--- src/rtl/ram_bist_ctrl.sv ---
// =============================================================================
// ram_bist_ctrl : two-pass write/read-back BIST sequencer for a sync RAM  (rev 1.0)
// =============================================================================
`timescale 1ns/1ps
`default_nettype none

module ram_bist_ctrl #(
  parameter int ADD_SIZE    = 10,
  parameter int WORD_SIZE   = 8,
  parameter int MEMORY_SIZE = 1024
) (
  input  logic                  clk,
  input  logic                  rst,
  input  logic                  start,
  output logic                  busy,
  output logic                  done,
  output logic                  pass,
  output logic [ADD_SIZE+1:0]   err_count,
  output logic [ADD_SIZE-1:0]   fail_addr,
  output logic [WORD_SIZE-1:0]  fail_data,
  output logic                  fail_pass,
  output logic [ADD_SIZE-1:0]   ram_addr,
  output logic [WORD_SIZE-1:0]  ram_data_in,
  input  logic [WORD_SIZE-1:0]  ram_data_out,
  output logic                  ram_write_enable,
  output logic                  ram_cs,
  output logic                  ram_read_enable
);

  typedef enum logic [2:0] {
    S_IDLE  = 3'd0,
    S_WR    = 3'd1,
    S_RD    = 3'd2,
    S_DRAIN = 3'd3,
    S_DONE  = 3'd4
  } state_t;

  localparam logic [ADD_SIZE-1:0] c_LAST    = ADD_SIZE'(MEMORY_SIZE - 1);
  localparam logic [ADD_SIZE+1:0] c_ERR_MAX = '1;

  state_t                 r_state;
  logic [ADD_SIZE-1:0]    r_addr;
  logic                   r_pidx;
  logic                   r_cs;
  logic                   r_we;
  logic                   r_re;
  logic [WORD_SIZE-1:0]   r_din;
  logic                   r_busy;
  logic                   r_done;
  logic                   r_pass;
  logic [ADD_SIZE+1:0]    r_err;
  logic [ADD_SIZE-1:0]    r_faddr;
  logic [WORD_SIZE-1:0]   r_fdata;
  logic                   r_fpass;
  logic                   r_have_fail;
  logic                   r_cmp_vld;
  logic [ADD_SIZE-1:0]    r_cmp_addr;
  logic [WORD_SIZE-1:0]   r_cmp_exp;

  logic [ADD_SIZE-1:0]    w_addr_inc;
  logic                   w_mismatch;
  logic [ADD_SIZE+1:0]    w_err_nxt;

  // Pass 0 writes 2*a (truncated to the word), pass 1 writes its inverse.
  function automatic logic [WORD_SIZE-1:0] f_pattern(input logic [ADD_SIZE-1:0] a,
                                                     input logic k);
    logic [WORD_SIZE-1:0] p;
    p = WORD_SIZE'({a, 1'b0});
    return k ? ~p : p;
  endfunction

  assign w_addr_inc = r_addr + ADD_SIZE'(1);
  assign w_mismatch = r_cmp_vld && (ram_data_out != r_cmp_exp);
  assign w_err_nxt  = (w_mismatch && (r_err != c_ERR_MAX)) ? r_err + (ADD_SIZE+2)'(1) : r_err;

  always_ff @(posedge clk) begin
    if (rst) begin
      r_state     <= S_IDLE;
      r_addr      <= '0;
      r_pidx      <= 1'b0;
      r_cs        <= 1'b0;
      r_we        <= 1'b0;
      r_re        <= 1'b0;
      r_din       <= '0;
      r_busy      <= 1'b0;
      r_done      <= 1'b0;
      r_pass      <= 1'b0;
      r_err       <= '0;
      r_faddr     <= '0;
      r_fdata     <= '0;
      r_fpass     <= 1'b0;
      r_have_fail <= 1'b0;
      r_cmp_vld   <= 1'b0;
      r_cmp_addr  <= '0;
      r_cmp_exp   <= '0;
    end else begin
      // Read data registered by the RAM at the end of an RD cycle is checked one cycle later.
      r_cmp_vld  <= (r_state == S_RD);
      r_cmp_addr <= r_addr;
      r_cmp_exp  <= f_pattern(r_addr, r_pidx);
      r_err      <= w_err_nxt;
      if (w_mismatch && !r_have_fail) begin
        r_have_fail <= 1'b1;
        r_faddr     <= r_cmp_addr;
        r_fdata     <= ram_data_out;
        r_fpass     <= r_pidx;
      end

      case (r_state)
        S_IDLE, S_DONE: begin
          if (start) begin
            r_state     <= S_WR;
            r_addr      <= '0;
            r_pidx      <= 1'b0;
            r_cs        <= 1'b1;
            r_we        <= 1'b1;
            r_re        <= 1'b0;
            r_din       <= f_pattern('0, 1'b0);
            r_busy      <= 1'b1;
            r_done      <= 1'b0;
            r_pass      <= 1'b0;
            r_err       <= '0;
            r_faddr     <= '0;
            r_fdata     <= '0;
            r_fpass     <= 1'b0;
            r_have_fail <= 1'b0;
          end
        end
        S_WR: begin
          if (r_addr == c_LAST) begin
            r_state <= S_RD;
            r_addr  <= '0;
            r_we    <= 1'b0;
            r_re    <= 1'b1;
            r_din   <= '0;
          end else begin
            r_addr <= w_addr_inc;
            r_din  <= f_pattern(w_addr_inc, r_pidx);
          end
        end
        S_RD: begin
          if (r_addr == c_LAST) begin
            r_state <= S_DRAIN;
            r_addr  <= '0;
            r_cs    <= 1'b0;
            r_re    <= 1'b0;
          end else begin
            r_addr <= w_addr_inc;
          end
        end
        S_DRAIN: begin
          if (!r_pidx) begin
            r_state <= S_WR;
            r_pidx  <= 1'b1;
            r_addr  <= '0;
            r_cs    <= 1'b1;
            r_we    <= 1'b1;
            r_din   <= f_pattern('0, 1'b1);
          end else begin
            r_state <= S_DONE;
            r_busy  <= 1'b0;
            r_done  <= 1'b1;
            r_pass  <= (w_err_nxt == '0);
          end
        end
        default: r_state <= S_IDLE;
      endcase
    end
  end

  assign busy             = r_busy;
  assign done             = r_done;
  assign pass             = r_pass;
  assign err_count        = r_err;
  assign fail_addr        = r_faddr;
  assign fail_data        = r_fdata;
  assign fail_pass        = r_fpass;
  assign ram_addr         = r_addr;
  assign ram_data_in      = r_din;
  assign ram_write_enable = r_we;
  assign ram_cs           = r_cs;
  assign ram_read_enable  = r_re;

endmodule

`default_nettype wire

--- config.mk ---
export PLATFORM = sky130hd
export DESIGN_NAME = ram_bist_ctrl
export DESIGN_NICKNAME = d
export VERILOG_FILES = /design/src/rtl/ram_bist_ctrl.sv
export SDC_FILE = /design/constraint.sdc
export NUM_CORES = 1
export LEC_CHECK = 0
export ABC_AREA = 1
export ABC_CLOCK_PERIOD_IN_PS = 2000
export BUFFER_PORTS_ARGS = -buffer_cell sky130_fd_sc_hd__buf_2
export CAP_MARGIN = 20
export CORE_ASPECT_RATIO = 1.5
export CORE_MARGIN = 5
export CORE_UTILIZATION = 50
export CTS_CLUSTER_SIZE = 28
export DETAILED_ROUTE_END_ITERATION = 10
export GPL_ROUTABILITY_DRIVEN = 0
export PLACE_DENSITY = 0.79
export SLEW_MARGIN = 30
export SYNTH_ARGS = -nofsm -noshare
export SYNTH_HDL_FRONTEND = slang
export SYNTH_SLANG_ARGS = --single-unit
--- constraint.sdc ---
create_clock -name clk -period 2 [get_ports clk]
set_clock_uncertainty 0.2 [all_clocks]
set_input_delay 0.2 -clock clk [delete_from_list [all_inputs] [get_ports clk]]
set_output_delay 0.2 -clock clk [all_outputs]
set_load 0.005 [all_outputs]
# After elaboration in Yosys (flattened, before gate mapping)
# Index checks and enable logic that the tools add are counted.
[op_classes]
bitwise_logic = 3
n_addsub = 2
n_eq_ne = 12
muxes = 45
reduce_logical = 22
[op_table]
columns = ["op", "n"]
rows = [
  ["8-bit two-way mux", 8],
  ["10-bit two-way mux", 6],
  ["12-bit two-way mux", 3],
  ["10-bit case mux with 3 select lines", 1],
  ["8-bit case mux with 3 select lines", 1],
  ["8-bit inverter", 2],
  ["1-bit two-way mux", 14],
  ["12-bit by 1-bit adder with 12-bit output, second input constant", 1],
  ["12-bit zero test", 1],
  ["3-bit two-way mux", 4],
  ["12-bit != test, second input constant", 1],
  ["3-bit case mux with 4 select lines", 1],
  ["3-bit AND reduction", 4],
  ["4-bit AND reduction", 3],
  ["3-bit nonzero test", 4],
  ["10-bit by 1-bit adder with 10-bit output, second input constant", 1],
  ["10-bit == test, second input constant", 1],
  ["1-bit case mux with 3 select lines", 3],
  ["2-bit != test, second input constant", 4],
  ["8-bit != test", 1],
  ["1-bit case mux with 2 select lines", 4],
  ["3-bit by 2-bit == test with 1-bit output, second input constant", 2],
  ["2-bit OR reduction", 3],
  ["3-bit by 1-bit == test with 1-bit output, second input constant", 1],
  ["8 further kinds", 10],
]
[word_totals]
elab_cells = 103
inputBits = 11
ff_bits = 79

# Depth between registers and ports, before layout
# Gate-level depths: netlist (run 1).
[logic_depth]
ltp_word = 7
mapped_depth = 15

# Worst setup path after synthesis (run 1)
# No wires, ideal clock.
[synth_timing]
path_kind = "reg-to-reg"
start = "register r_err[0] (netlist: err_count[0])"
end = "register r_pass (netlist: pass)"
path_stages_with_launch = 13
path_buffers = 1
setup_time_ns = 0.066
required_ns = 1.734
arrival_ns = 1.730
setup_slack_ns = 0.004
path_cell_list = "dfxtp_1 -> ha_1 -> nand3_2 -> nor2_4 -> nand3_4 -> nand3_4 -> buf_12 -> nand2_2 -> nand2_2 -> nand3_2 -> nor2_2 -> nand3_2 -> a21oi_2"
[synth_via]
elab_chain_len = 6
[synth_lines]
columns = ["item", "line", "rtl"]
rows = [
  ["from (decl)", "51", "logic [ADD_SIZE+1:0] r_err;"],
  ["from (signal assigned)", "101", "r_err <= w_err_nxt;"],
  ["branches (longest 2 deep; another with 12-bit by 1-bit adder with 12-bit output)", "n/a", ""],
  ["12-bit two-way mux (*)", "74", "assign w_err_nxt = (w_mismatch && (r_err != c_ERR_MAX)) ? r_err + (ADD_SIZE+2)'(1) : r_err;"],
  ["12-bit zero test (*)", "163", "r_pass <= (w_err_nxt == '0);"],
  ["1-bit two-way mux (*)", "152", "if (!r_pidx) begin"],
  ["1-bit case mux with 2 select lines (*)", "109", "case (r_state)"],
  ["to (signal assigned)", "163", ""],
  ["to (decl)", "50", "logic r_pass;"],
]
# Mark *: on every way between the ends. The select of a mux whose other input is x is not followed.
# A chain may end at the register's enable or synchronous reset.

# Worst setup path after layout (run 1)
[layout_timing]
start = "register r_state[1]"
end = "register r_addr[0] (netlist: ram_addr[0])"
[layout_via]
elab_chain_len = 4
[layout_lines]
columns = ["item", "line", "rtl"]
rows = [
  ["from (decl)", "41", "state_t r_state;"],
  ["from (signal assigned)", "78", "r_state <= S_IDLE;"],
  ["from (signal assigned)", "112", "r_state <= S_WR;"],
  ["from (signal assigned)", "131", "r_state <= S_RD;"],
  ["3-bit == test (tied with other cells)", "109", ""],
  ["2-bit OR reduction (on tied branches)", "n/a", ""],
  ["2-bit != test (no source line) or 3-bit nonzero test (tied branches)", "n/a", ""],
  ["3-bit AND reduction (no source line)", "n/a", ""],
  ["to (signal assigned)", "137", "r_addr <= w_addr_inc;"],
  ["to (signal assigned)", "148", "r_addr <= w_addr_inc;"],
  ["to (decl)", "42", "logic [ADD_SIZE-1:0] r_addr;"],
]
# Several ways; a longest one is shown, not always the timed one.

==> impl_results.md, run 1 <==
- Ratio of final minimum period to clock period: 0.993
- Final Hold Vio Count: 0
- CP Data Required Time: 2080 ps
- Peak VDD IR: 578 uV
- Sequential area share after synthesis: 0.444
- Finished Layout Cells: 653
- Synth async-reset ratio: 0
- Clk buf depth: 2
- Main area contributors after synthesis: dfxtp_1, nand2_1, inv_1, nor2_1, a211oi_1
- Clock-pin slew on the worst setup and hold paths: 90 ps
- Max Freq: 503 MHz
- Initial antenna violation count: 0
- Vias/cell: 5.23
- Num Clock Sinks: 79
- Cell taking the most area after synthesis: dfxtp_1
- Worst hold path stage count: 3
- Starting Density: 0.516
- Global route overflow: 0
- WHS Endpoint: fail_data[0]
- Distinct cell type count after synthesis: 39
- Final setup viols: 0
- HP Start: ram_data_out[0]
- Clk root buf: clkbuf_8
- Die height: 113 microns
- Startpoint Class: register
- Slew Limit Fails: 0
- Detailed-route via count: 3417
- Worst setup EP type: register
- Placed Cells incl. Taps: 625
- Area grow syn2layout: 29.2%
- List of most frequent post-synthesis cells: nand2_1, dfxtp_1, inv_1, nor2_1, a21oi_1
- Vias in the first global route: 3203
- Worst Tran Pin Value: 560 ps
- Count leader, synth: nand2_1
- Die ar.: 0.00895 sq mm
- DR WL/cell: 14.4 microns
- Final-layout fill cell count: 592
- Leak pwr: 0.00211 uW
- Max Cap Viol: 0
- Synth top area share: 0.444
- Final nets: 583
- Cell Int Power: 2600 uW
- Clock group share of total power: 0.359
- Power Density: 788 mW/mm^2
- DR iter-0 viols: 261
- R2R Setup Slk: 10 ps
- Placed cell areas: 0.00407 sq mm
- Yosys warning count: 0
- Top_reg_cell synth: dfxtp_1
- First drt pass iteration count: 5
- Sequential Power Share: 0.471
- CTS buffer count: 9
- Power share of the combinational group: 0.170
- Drt drc: 0
- Reg2reg path depth: 7
- HPWL Detailed: 6360 microns
- Switching portion of total power: 0.284
- CORE AREA: 0.00690 sq mm
- Routed wire length: 9380 microns
- Final instance area: 0.00460 sq mm
- RSZ-0062 raised after global routing: yes
- Reg2reg end: ram_addr[0]
- First-pass GRT wire length: 14700 microns
- Worst skew pair latency: 350 ps
- Relative slew margins: 0.624
- Crit Path Class: register to register
- Worst Hold Class: primary input to register
- Row count: 37
- Die width: 78.9 microns
- Avg Inst Size Synth: 7.52 sq um
- Gate count of the mapped netlist: 474
- RR Startpoint: r_state[1]
- Status: complete, no violations
- Number of synthesized flops with an enable pin: 0
- Largest net degree at the start of global routing: 33
- Net Sw Power: 1030 uW
- #FFs+latches synth: 79
- Worst EP arrival: 2060 ps
- # H-tree levels: 3
- Syn nets: 487
- I/O Buffers: 65
- Share of cells above drive strength 1: 0.310
- Post-synthesis cell area: 0.00356 sq mm
- TritonCTS clock tree: done
- I/O pin count: 66
- Global-route usage over all layers: 0.205
- Max FO, Critical Path: 6
- Crit path time final: 1990 ps
- Routed Antenna Nets: 0
- N_diodes: 0
-- through the flow --
stage | TNS (ps) | total power [uW] | hold slack (ps) | setup slack, ps | utilization
2_1_floorplan | 0 | 2090 | 176 | 3.70 | -
3_3_place_gp | 0 | 2280 | 241 | 86.6 | 0.590
3_5_place_dp | -26.7 | 2290 | 242 | -26.7 | 0.590
4_1_cts | 0 | 3610 | 67.0 | 2.19 | 0.642
5_1_grt | -943 | 3800 | 104 | -99.8 | 0.667
6_report | 0 | 3630 | 97.6 | 13.5 | 0.667
-- worst max-delay path by stage --
stage	start	to	slack (ps)	cells past startpoint
final	r_state[1]	ram_addr[0]	10	7
after global routing	ram_addr[1]	ram_data_in[2]	-100	11
after CTS	ram_data_out[7]	pass	2	17
after detailed placement	err_count[1]	pass	-30	13
after global placement	err_count[0]	pass	90	11
after floorplan	err_count[0]	pass	4	12
-- layer usage --
layer / global-route usage / vias to the layer above / routed length [microns]
met5: 0 / - / 0
met4: 0.0963 / 0 / 178
met3: 0.0411 / 17 / 492
met2: 0.358 / 112 / 4870
met1: 0.240 / 1569 / 3840
li1: - / 1719 / -
-- sequential cells by signal (all words and copies together), names as in the netlist, 3 cells and up --
signal	cells
err_count	12
r_cmp_exp	8
fail_data	8
r_state	3
fail_addr	10
ram_addr	10
ram_data_in	8
r_cmp_addr	10
-- worst max-delay path, stage by stage (launching register included) --
cell and delay [ps]:
dfxtp_1 360, nor2_1 230, nand2_2 100, o21ai_0 130, nand2_1 230, nor2_1 240, nand2_1 220, o21ai_1 180
-- cells by family (layout without fill, tap and decap cells) --
group / count (synthesis) / in the layout / synth area share
AO/OA/AOI/OAI: 83 / 83 / 0.137
XOR/XNOR: 17 / 17 / 0.0418
adder cells (fa/ha/maj): 2 / 2 / 0.00702
buffers and inverters: 91 / 190 / 0.110
flip-flops: 79 / 79 / 0.444
AND/OR/NAND/NOR: 202 / 204 / 0.260
-- layout make-up --
type | instances | area [sq um] | share of cell area
clock inverter | 6 | 93.8 | 0.0204
tap | 78 | 97.6 | 0.0212
sequential | 79 | 1590 | 0.346
multi-input combinational | 306 | 1750 | 0.381
inverter | 75 | 282 | 0.0612
timing repair buffer | 99 | 654 | 0.142
clock buffer | 10 | 128 | 0.0277
-- cell usage in the layout (no fill, tap or decap), drive strengths merged --
cell type,count
nand2,92
buf,90
dfxtp,79
inv,75
nor2,69
o21ai,30
a21oi,27
nand3,24
a211oi,19
clkbuf,10
xor2,9
nand4,8
xnor2,8
dlymetal6s4s,7
nor3,6
or2,3
clkinv,3
o31ai,2
o211ai,2
bufinv,2
dlygate4sd3,2
ha,2
nand3b,1
nor4,1
a311oi,1
a31oi,1
a221oi,1
clkinvlp,1
-- power groups by stage --
stage               sequential (uW)  combinational (uW)  clock [uW]
floorplan                      1740                 348           0
global placement               1740                 542           0
detailed placement             1740                 554           0
CTS                            1710                 578        1320
global route                   1720                 686        1400
finish                         1710                 617        1300
-- timing repair --
item,4_1_cts,5_1_grt
setup buffers,4,4
pin swaps,4,15
resized for setup,2,49
hold endpoints to repair,15,0
setup endpoints to repair,1,35
hold buffers,9,0
cloned,1,1
Note: power is estimated with default switching activity, not from simulation.
==> run 2: changes to the inputs <==
--- a/config.mk
+++ b/config.mk
@@ -5,13 +5,13 @@
 export SDC_FILE = /design/constraint.sdc
 export NUM_CORES = 1
 export LEC_CHECK = 0
-export ABC_AREA = 1
 export ABC_CLOCK_PERIOD_IN_PS = 2000
 export BUFFER_PORTS_ARGS = -buffer_cell sky130_fd_sc_hd__buf_2
 export CAP_MARGIN = 20
 export CORE_ASPECT_RATIO = 1.5
 export CORE_MARGIN = 5
 export CORE_UTILIZATION = 50
+export CTS_BUF_LIST = sky130_fd_sc_hd__clkbuf_8
 export CTS_CLUSTER_SIZE = 28
 export DETAILED_ROUTE_END_ITERATION = 10
 export GPL_ROUTABILITY_DRIVEN = 0
==> run 2 against run 1 <==
Effect of this change: the run now ends with setup timing left; sequential power is 6% lower; critical path type unchanged; combinational power is 64% lower; critical path depth is 1 higher; highest routed layer unchanged; largest power group unchanged; largest cell class unchanged; non-clock buffer count is 21 higher.
==> impl_results.md, run 2 <==
- Die width: 78.0 microns (was 78.9 microns)
- RR Startpoint: r_cmp_exp[3] (was r_state[1])
- Final nets: 533 (was 583)
- Detailed-route via count: 3365 (was 3417)
- Post-synthesis cell area: 0.00347 sq mm (was 0.00356 sq mm)
- Crit Path Class: register to register (unchanged)
- Routed Antenna Nets: 0 (unchanged)
- Worst path max stage delay: 340 ps (was 360 ps)
- Starting Density: 0.510 (was 0.516)
- Relative slew margins: 0.521 (was 0.624)
- Post-Route Utilization: 0.679 (was 0.667)
- Largest register FFs: 12 (unchanged)
- # H-tree levels: 3 (unchanged)
- Routed wire length: 9460 microns (was 9380 microns)
- Worst skew pair latency: 370 ps (was 350 ps)
- I/O pin count: 66 (unchanged)
- Portion of netlist area occupied by mux cells: 0.00865 (was 0)
- Vias/cell: 5.58 (was 5.23)
- Commonest non-fill, non-tap cell in the layout: buf_2 (was nand2_1)
- Max Cap Viol: 0 (unchanged)
- List of most frequent post-synthesis cells: dfxtp_1, nand2_1, nor2_1 (was nand2_1, dfxtp_1, inv_1, nor2_1, a21oi_1)
- Area grow syn2layout: 33.0% (was 29.2%)
- Share of cells above drive strength 1: 0.341 (was 0.310)
- Max FO, Critical Path: 8 (was 6)
- XOR/XNOR share of the synthesized area: 0.0883 (was 0.0418)
- HPWL Detailed: 6350 microns (was 6360 microns)
- Die height: 112 microns (was 113 microns)
- Crit path time final: 2060 ps (was 1990 ps)
- Syn nets: 429 (was 487)
- Count leader, synth: dfxtp_1 (was nand2_1)
- Initial antenna violation count: 0 (unchanged)
- Gate count of the mapped netlist: 416 (was 474)
- Worst Hold Class: primary input to register (unchanged)
- Worst setup EP type: register (unchanged)
- Cell taking the most area after synthesis: dfxtp_1 (unchanged)
- Accumulated negative setup slack: -57.1 ps (was 0 ps)
- Post-synthesis adder-cell area fraction: 0.00721 (was 0.00702)
- WP buf/inv: 1 (was 0)
- Clk buf depth: 2 (unchanged)
- Sequential area share after synthesis: 0.455 (was 0.444)
- N_diodes: 0 (unchanged)
- Final-layout fill cell count: 523 (was 592)
- CORE AREA: 0.00681 sq mm (was 0.00690 sq mm)
- Synth top area share: 0.455 (was 0.444)
- CP Data Required Time: 2100 ps (was 2080 ps)
- Worst Tran Pin Value: 718 ps (was 560 ps)
- Peak VDD IR: 375 uV (was 578 uV)
- DR WL/cell: 15.7 microns (was 14.4 microns)
- Worst path cell trace: xnor2_2 > nand4_1 > o21ai_4 > buf_6 > nor3_4 > a211oi_2 > nand4_1 > o21ai_1 (was nor2_1 > nand2_2 > o21ai_0 > nand2_1 > nor2_1 > nand2_1 > o21ai_1)
- Worst EP arrival: 2160 ps (was 2060 ps)
- HP Start: start (was ram_data_out[0])
- Compound-Gate Fraction of Synth Area: 0.143 (was 0.137)
- Met3 Use GR: 0.0465 (was 0.0411)
- Global route overflow: 0 (unchanged)
- Distinct cell type count after synthesis: 46 (was 39)
- Max Freq: 486 MHz (was 503 MHz)
- DR iter-0 viols: 248 (was 261)
- RSZ-0062 raised after global routing: yes (unchanged)
- Final setup viols: 1 (was 0)
- Met1 usage: 0.228 (was 0.240)
- Largest net degree at the start of global routing: 36 (was 33)
- Placed cell areas: 0.00410 sq mm (was 0.00407 sq mm)
- Synth async-reset ratio: 0 (unchanged)
- Startpoint Class: register (unchanged)
- Leak pwr: 0.00190 uW (was 0.00211 uW)
- Drt drc: 0 (unchanged)
- Hold Worst Slack: 14.6 ps (was 97.6 ps)
- CP delay by family, top: compound AO/OA/AOI/OAI gates (was simple AND/OR/NAND/NOR gates)
- Ratio of final minimum period to clock period: 1.03 (was 0.993)
- Power Density: 664 mW/mm^2 (was 788 mW/mm^2)
- #FFs+latches synth: 79 (unchanged)
- Met2 Use GR: 0.377 (was 0.358)
- First drt pass iteration count: 5 (unchanged)
- Die ar.: 0.00875 sq mm (was 0.00895 sq mm)
- Global-route usage over all layers: 0.207 (was 0.205)
- Total Power: 3070 uW (was 3630 uW)
- Gr busiest metal: met2 (unchanged)
- CP most frequent cell: nand4_1
- Vias in the first global route: 3218 (was 3203)
- Worst setup startpoint: r_cmp_exp[3] (was r_state[1])
- Main area contributors after synthesis: dfxtp_1, xnor2_1, nand2_1, nor2_1, a21oi_1 (was dfxtp_1, nand2_1, inv_1, nor2_1, a211oi_1)
- TritonCTS clock tree: done (unchanged)
- Critical path's slowest cell: dfxtp_2 (was dfxtp_1)
- Number of synthesized flops with an enable pin: 0 (unchanged)
- Clk root buf: clkbuf_8 (unchanged)
- Clock-pin slew on the worst setup and hold paths: 90 ps (about the same)
- Fin worst setup slack: -57.1 ps (was 13.5 ps)
- Avg Inst Size Synth: 8.35 sq um (was 7.52 sq um)
- Largest family of logic cells by synthesized area: simple AND/OR/NAND/NOR gates (unchanged)
- Violated checks: setup timing
- Num Clock Sinks: 79 (unchanged)
- Final instance area: 0.00462 sq mm (was 0.00460 sq mm)
- CTS buffer count: 9 (unchanged)
- Final Hold Vio Count: 0 (unchanged)
- Commonest cells after routing, fill and taps aside: buf_2, dfxtp_1, nand2_1, nor2_1, buf_4 (was nand2_1, dfxtp_1, inv_1, nor2_1, buf_2)
- Status: finished with violations (was complete, no violations)
- Yosys warning count: 0 (unchanged)
- I/O Buffers: 65 (unchanged)
- Top_reg_cell synth: dfxtp_1 (unchanged)
- Row count: 37 (unchanged)
- First-pass GRT wire length: 14900 microns (was 14700 microns)
- Slew Limit Fails: 0 (unchanged)
- Simple logic cell fraction of the synthesized area: 0.245 (was 0.260)
[run 2: what timing repair did]
action / CTS / global route
resized for setup: 7 / 40
hold buffers: 9 / 0
setup endpoints to repair: 8 / 22
pin swaps: 1 / 18
hold endpoints to repair: 12 / 0
setup buffers: 0 / 4
cloned: 0 / 1
[run 2: worst paths after layout]
path / end / slack (ps) / cells past startpoint
worst min-delay path: r_state[2] / 10 / 4
worst max-delay path: pass / -60 / 8
worst min register to register: fail_addr[7] / 240 / 2
worst max register to register: pass / -60 / 8
[run 2: through the flow]
stage               instances  worst slack, ps
floorplan                 416             13.0
global placement          574             16.8
detailed placement        574            -86.2
CTS                       599            -35.7
global route              603             -170
finish                    603            -57.1
[run 2: cell families (layout without fill, tap and decap cells)]
| kind of cell | after synthesis | count (layout) |
|---|---|---|
| muxes | 3 | 3 |
| buffers and inverters | 42 | 151 |
| adders and majority gates | 2 | 2 |
| and+or+nand+nor | 173 | 173 |
| AOI/OAI and AO/OA | 82 | 82 |
| xor gates and xnor gates | 35 | 35 |
| DFF | 79 | 79 |
[run 2: layer usage]
layer  vias up  share of wire
li1       1608              -
met1      1596           0.38
met2       131           0.53
met3        30          0.061
met4         0          0.029
met5         -              0
[run 2: layout make-up]
type                            count  area, sq um  share of cell area
Multi-Input combinational cell    295         1880               0.408
Sequential cell                    79         1600               0.347
Timing Repair Buffer              120          774               0.168
Clock buffer                       10          138              0.0298
Tap cell                           78         97.6              0.0211
Clock inverter                      6         66.3              0.0144
Inverter                           15         56.3              0.0122
[run 2: worst min-delay path, delay by kind of cell]
family | cells | cell delay, ps
AO/OA/AOI/OAI | 1 | 60
buffers and inverters | 1 | 120
AND/OR/NAND/NOR | 2 | 150
[run 2: report_power, final]
| group | switching [uW] | internal [uW] |
|---|---|---|
| clock network | 609 | 617 |
| registers | 16.7 | 1600 |
| logic | 124 | 101 |
| total | 750 | 2320 |
==> run 3: changes to the inputs <==
==> constraint.sdc (replaced) <==
create_clock -name clk -period 2 [get_ports clk]
set_clock_uncertainty 0.2 [all_clocks]
set_input_delay 0.1 -clock clk [delete_from_list [all_inputs] [get_ports clk]]
set_output_delay 0.1 -clock clk [all_outputs]
set_load 0.005 [all_outputs]
==> run 3 against run 2 <==
Effect of this change: the flow still finishes with violations (setup timing); power down 4.2%; fmax up 1.0%; cell count up 0.33%; first-iteration DRC count up 0.81%; sequential power about the same; combinational power up 2%; routed wire length down 2.6%; highest routed layer unchanged.
==> impl_results.md, run 3 (synthesis results as in run 2) <==
- Crit Path Class: register to register (unchanged)
- Commonest cells after routing, fill and taps aside: dfxtp_1, buf_2, nand2_1, nor2_1, buf_4 (was buf_2, dfxtp_1, nand2_1, nor2_1, buf_4)
- Status: finished with violations (unchanged)
- CP Data Required Time: 2090 ps (was 2100 ps)
- Worst Tran Pin Value: 721 ps (was 718 ps)
- Clk buf depth: 2 (unchanged)
- First drt pass iteration count: 4 (was 5)
- HPWL Detailed: 6170 microns (was 6350 microns)
- Final-layout fill cell count: 513 (was 523)
- Max Freq: 491 MHz (was 486 MHz)
- I/O Buffers: 65 (unchanged)
- Largest net degree at the start of global routing: 38 (was 36)
- Clk root buf: clkbuf_8 (unchanged)
- Crit path time final: 2040 ps (was 2060 ps)
- Leak pwr: 0.00192 uW (was 0.00190 uW)
- Critical path's slowest cell: dfxtp_1 (was dfxtp_2)
- Final setup viols: 1 (unchanged)
- Power Density: 632 mW/mm^2 (was 664 mW/mm^2)
- Slew Limit Fails: 0 (unchanged)
- Uppermost layer routed: met4 (unchanged)
- Routed wire length: 9210 microns (was 9460 microns)
- Worst EP arrival: 2120 ps (was 2160 ps)
- Largest register FFs: 12 (unchanged)
- Vias in the first global route: 3184 (was 3218)
- # H-tree levels: 3 (unchanged)
- Worst skew pair latency: 350 ps (was 370 ps)
- Max FO, Critical Path: 5 (was 8)
- DR iter-0 viols: 250 (was 248)
- Num Clock Sinks: 79 (unchanged)
- Routed wl met3: 428 microns (was 576 microns)
- Global route overflow: 0 (unchanged)
- Hold Worst Slack: 230 ps (was 14.6 ps)
- Final nets: 535 (was 533)
- Share of cells above drive strength 1: 0.342 (was 0.341)
- Dpl ws: 25.6 ps (was -86.2 ps)
- Die height: 112 microns (unchanged)
- TritonCTS clock tree: done (unchanged)
- Global-route usage over all layers: 0.206 (was 0.207)
- Worst path max stage delay: 320 ps (was 340 ps)
- Worst path cell trace: xnor2_1 > nand4_1 > o21ai_4 > buf_6 > nor3_1 > xnor2_1 > nand4_1 > o21ai_1 (was xnor2_2 > nand4_1 > o21ai_4 > buf_6 > nor3_4 > a211oi_2 > nand4_1 > o21ai_1)
- Final Hold Vio Count: 0 (unchanged)
- Initial antenna violation count: 0 (unchanged)
- CP delay by family, top: compound AO/OA/AOI/OAI gates (unchanged)
- Die ar.: 0.00875 sq mm (unchanged)
- RSZ-0062 raised after global routing: yes (unchanged)
- Peak VDD IR: 405 uV (was 375 uV)
- Drt drc: 0 (unchanged)
- Fin worst setup slack: -35.7 ps (was -57.1 ps)
- WP buf/inv: 1 (unchanged)
- Starting Density: 0.510 (unchanged)
- Relative slew margins: 0.519 (was 0.521)
- Detailed-route via count: 3286 (was 3365)
- Worst Hold Class: primary input to register (unchanged)
- WL met1: 3580 microns (was 3550 microns)
- Violated checks: setup timing (unchanged)
- First-pass GRT wire length: 14700 microns (was 14900 microns)
- Die width: 78.0 microns (unchanged)
- Vias/cell: 5.43 (was 5.58)
- Routed Antenna Nets: 0 (unchanged)
- Clock-pin slew on the worst setup and hold paths: 80 ps (was 90 ps)
- Row count: 37 (unchanged)
- Met2 Wirelength: 5000 microns (was 5050 microns)
- Max Cap Viol: 0 (unchanged)
- CORE AREA: 0.00681 sq mm (unchanged)
- I/O pin count: 66 (unchanged)
- Worst setup EP type: register (unchanged)
- Commonest non-fill, non-tap cell in the layout: dfxtp_1 (was buf_2)
- Ratio of final minimum period to clock period: 1.02 (was 1.03)
- N_diodes: 0 (unchanged)
- CTS buffer count: 9 (unchanged)
- DR WL/cell: 15.2 microns (was 15.7 microns)
- Area grow syn2layout: 33.7% (was 33.0%)
- Startpoint Class: register (unchanged)
-- run 3: changes by cell type in the layout (fill, tap and decap cells not counted), moves of 2 or more --
cell	change
buf_2	-2
buf_6	+2
clkinvlp_4	+2
xnor2_1	-2
xnor2_2	+2
-- run 3: tightest hold or removal path, stage by stage --
cell	delay, ps
buf_2	120
xnor2_2	70
nand4_1	160
o21a_1	160
nor2_1	40
nor2_1	80
-- run 3: path summary, 6_finish.rpt --
path         cells past startpoint      endpoint  slack [ps]            start
max reg2reg                      8          pass         -40     r_cmp_exp[6]
min                              6   r_have_fail         230  ram_data_out[5]
min reg2reg                      2  fail_addr[5]         240    r_cmp_addr[5]
max                              8          pass         -40     r_cmp_exp[6]
-- run 3: where the power goes --
part           switching, uW  internal [uW]  leakage, uW  total, uW
logic                    125            105      0.00118        230
clock network            574            516    0.0000932       1090
registers               16.7           1600     0.000646       1620
-- run 3: stage by stage --
step                      total power (uW)  std cells  TNS (ps)  instance area (sq um)   util
after detailed placement              1840        573         0                   4100  0.602
after CTS                             2940        599         0                   4390  0.646
final                                 2930        605     -35.7                   4640  0.682
after floorplan                       1760        416         0                   3480      -
after global placement                1840        573         0                   4100  0.602
after global routing                  3080        605      -725                   4640  0.682
-- run 3: timing repair --
action | in CTS | in global routing
endpoints found under the hold margin | 15 | 1
setup endpoints to repair | 1 | 15
pin swaps | 0 | 23
setup buffers | 0 | 6
gates resized for setup | 3 | 47
hold buffers | 10 | 1
-- run 3: final cells by class --
cell class	instances	area (sq um)	share of cell area
well taps	78	97.6	0.0210
repair buffers	122	810	0.174
flip-flops and latches	79	1600	0.345
clock inverters	5	32.5	0.00701
multi-input cells	295	1890	0.408
clock buffers	11	151	0.0326
inverters	15	56.3	0.0121
-- run 3: metal layers --
metal	vias up	global-route usage
met2	93	0.353
met4	0	0.0981
met5	-	0
met3	19	0.0474
li1	1613	-
met1	1561	0.236
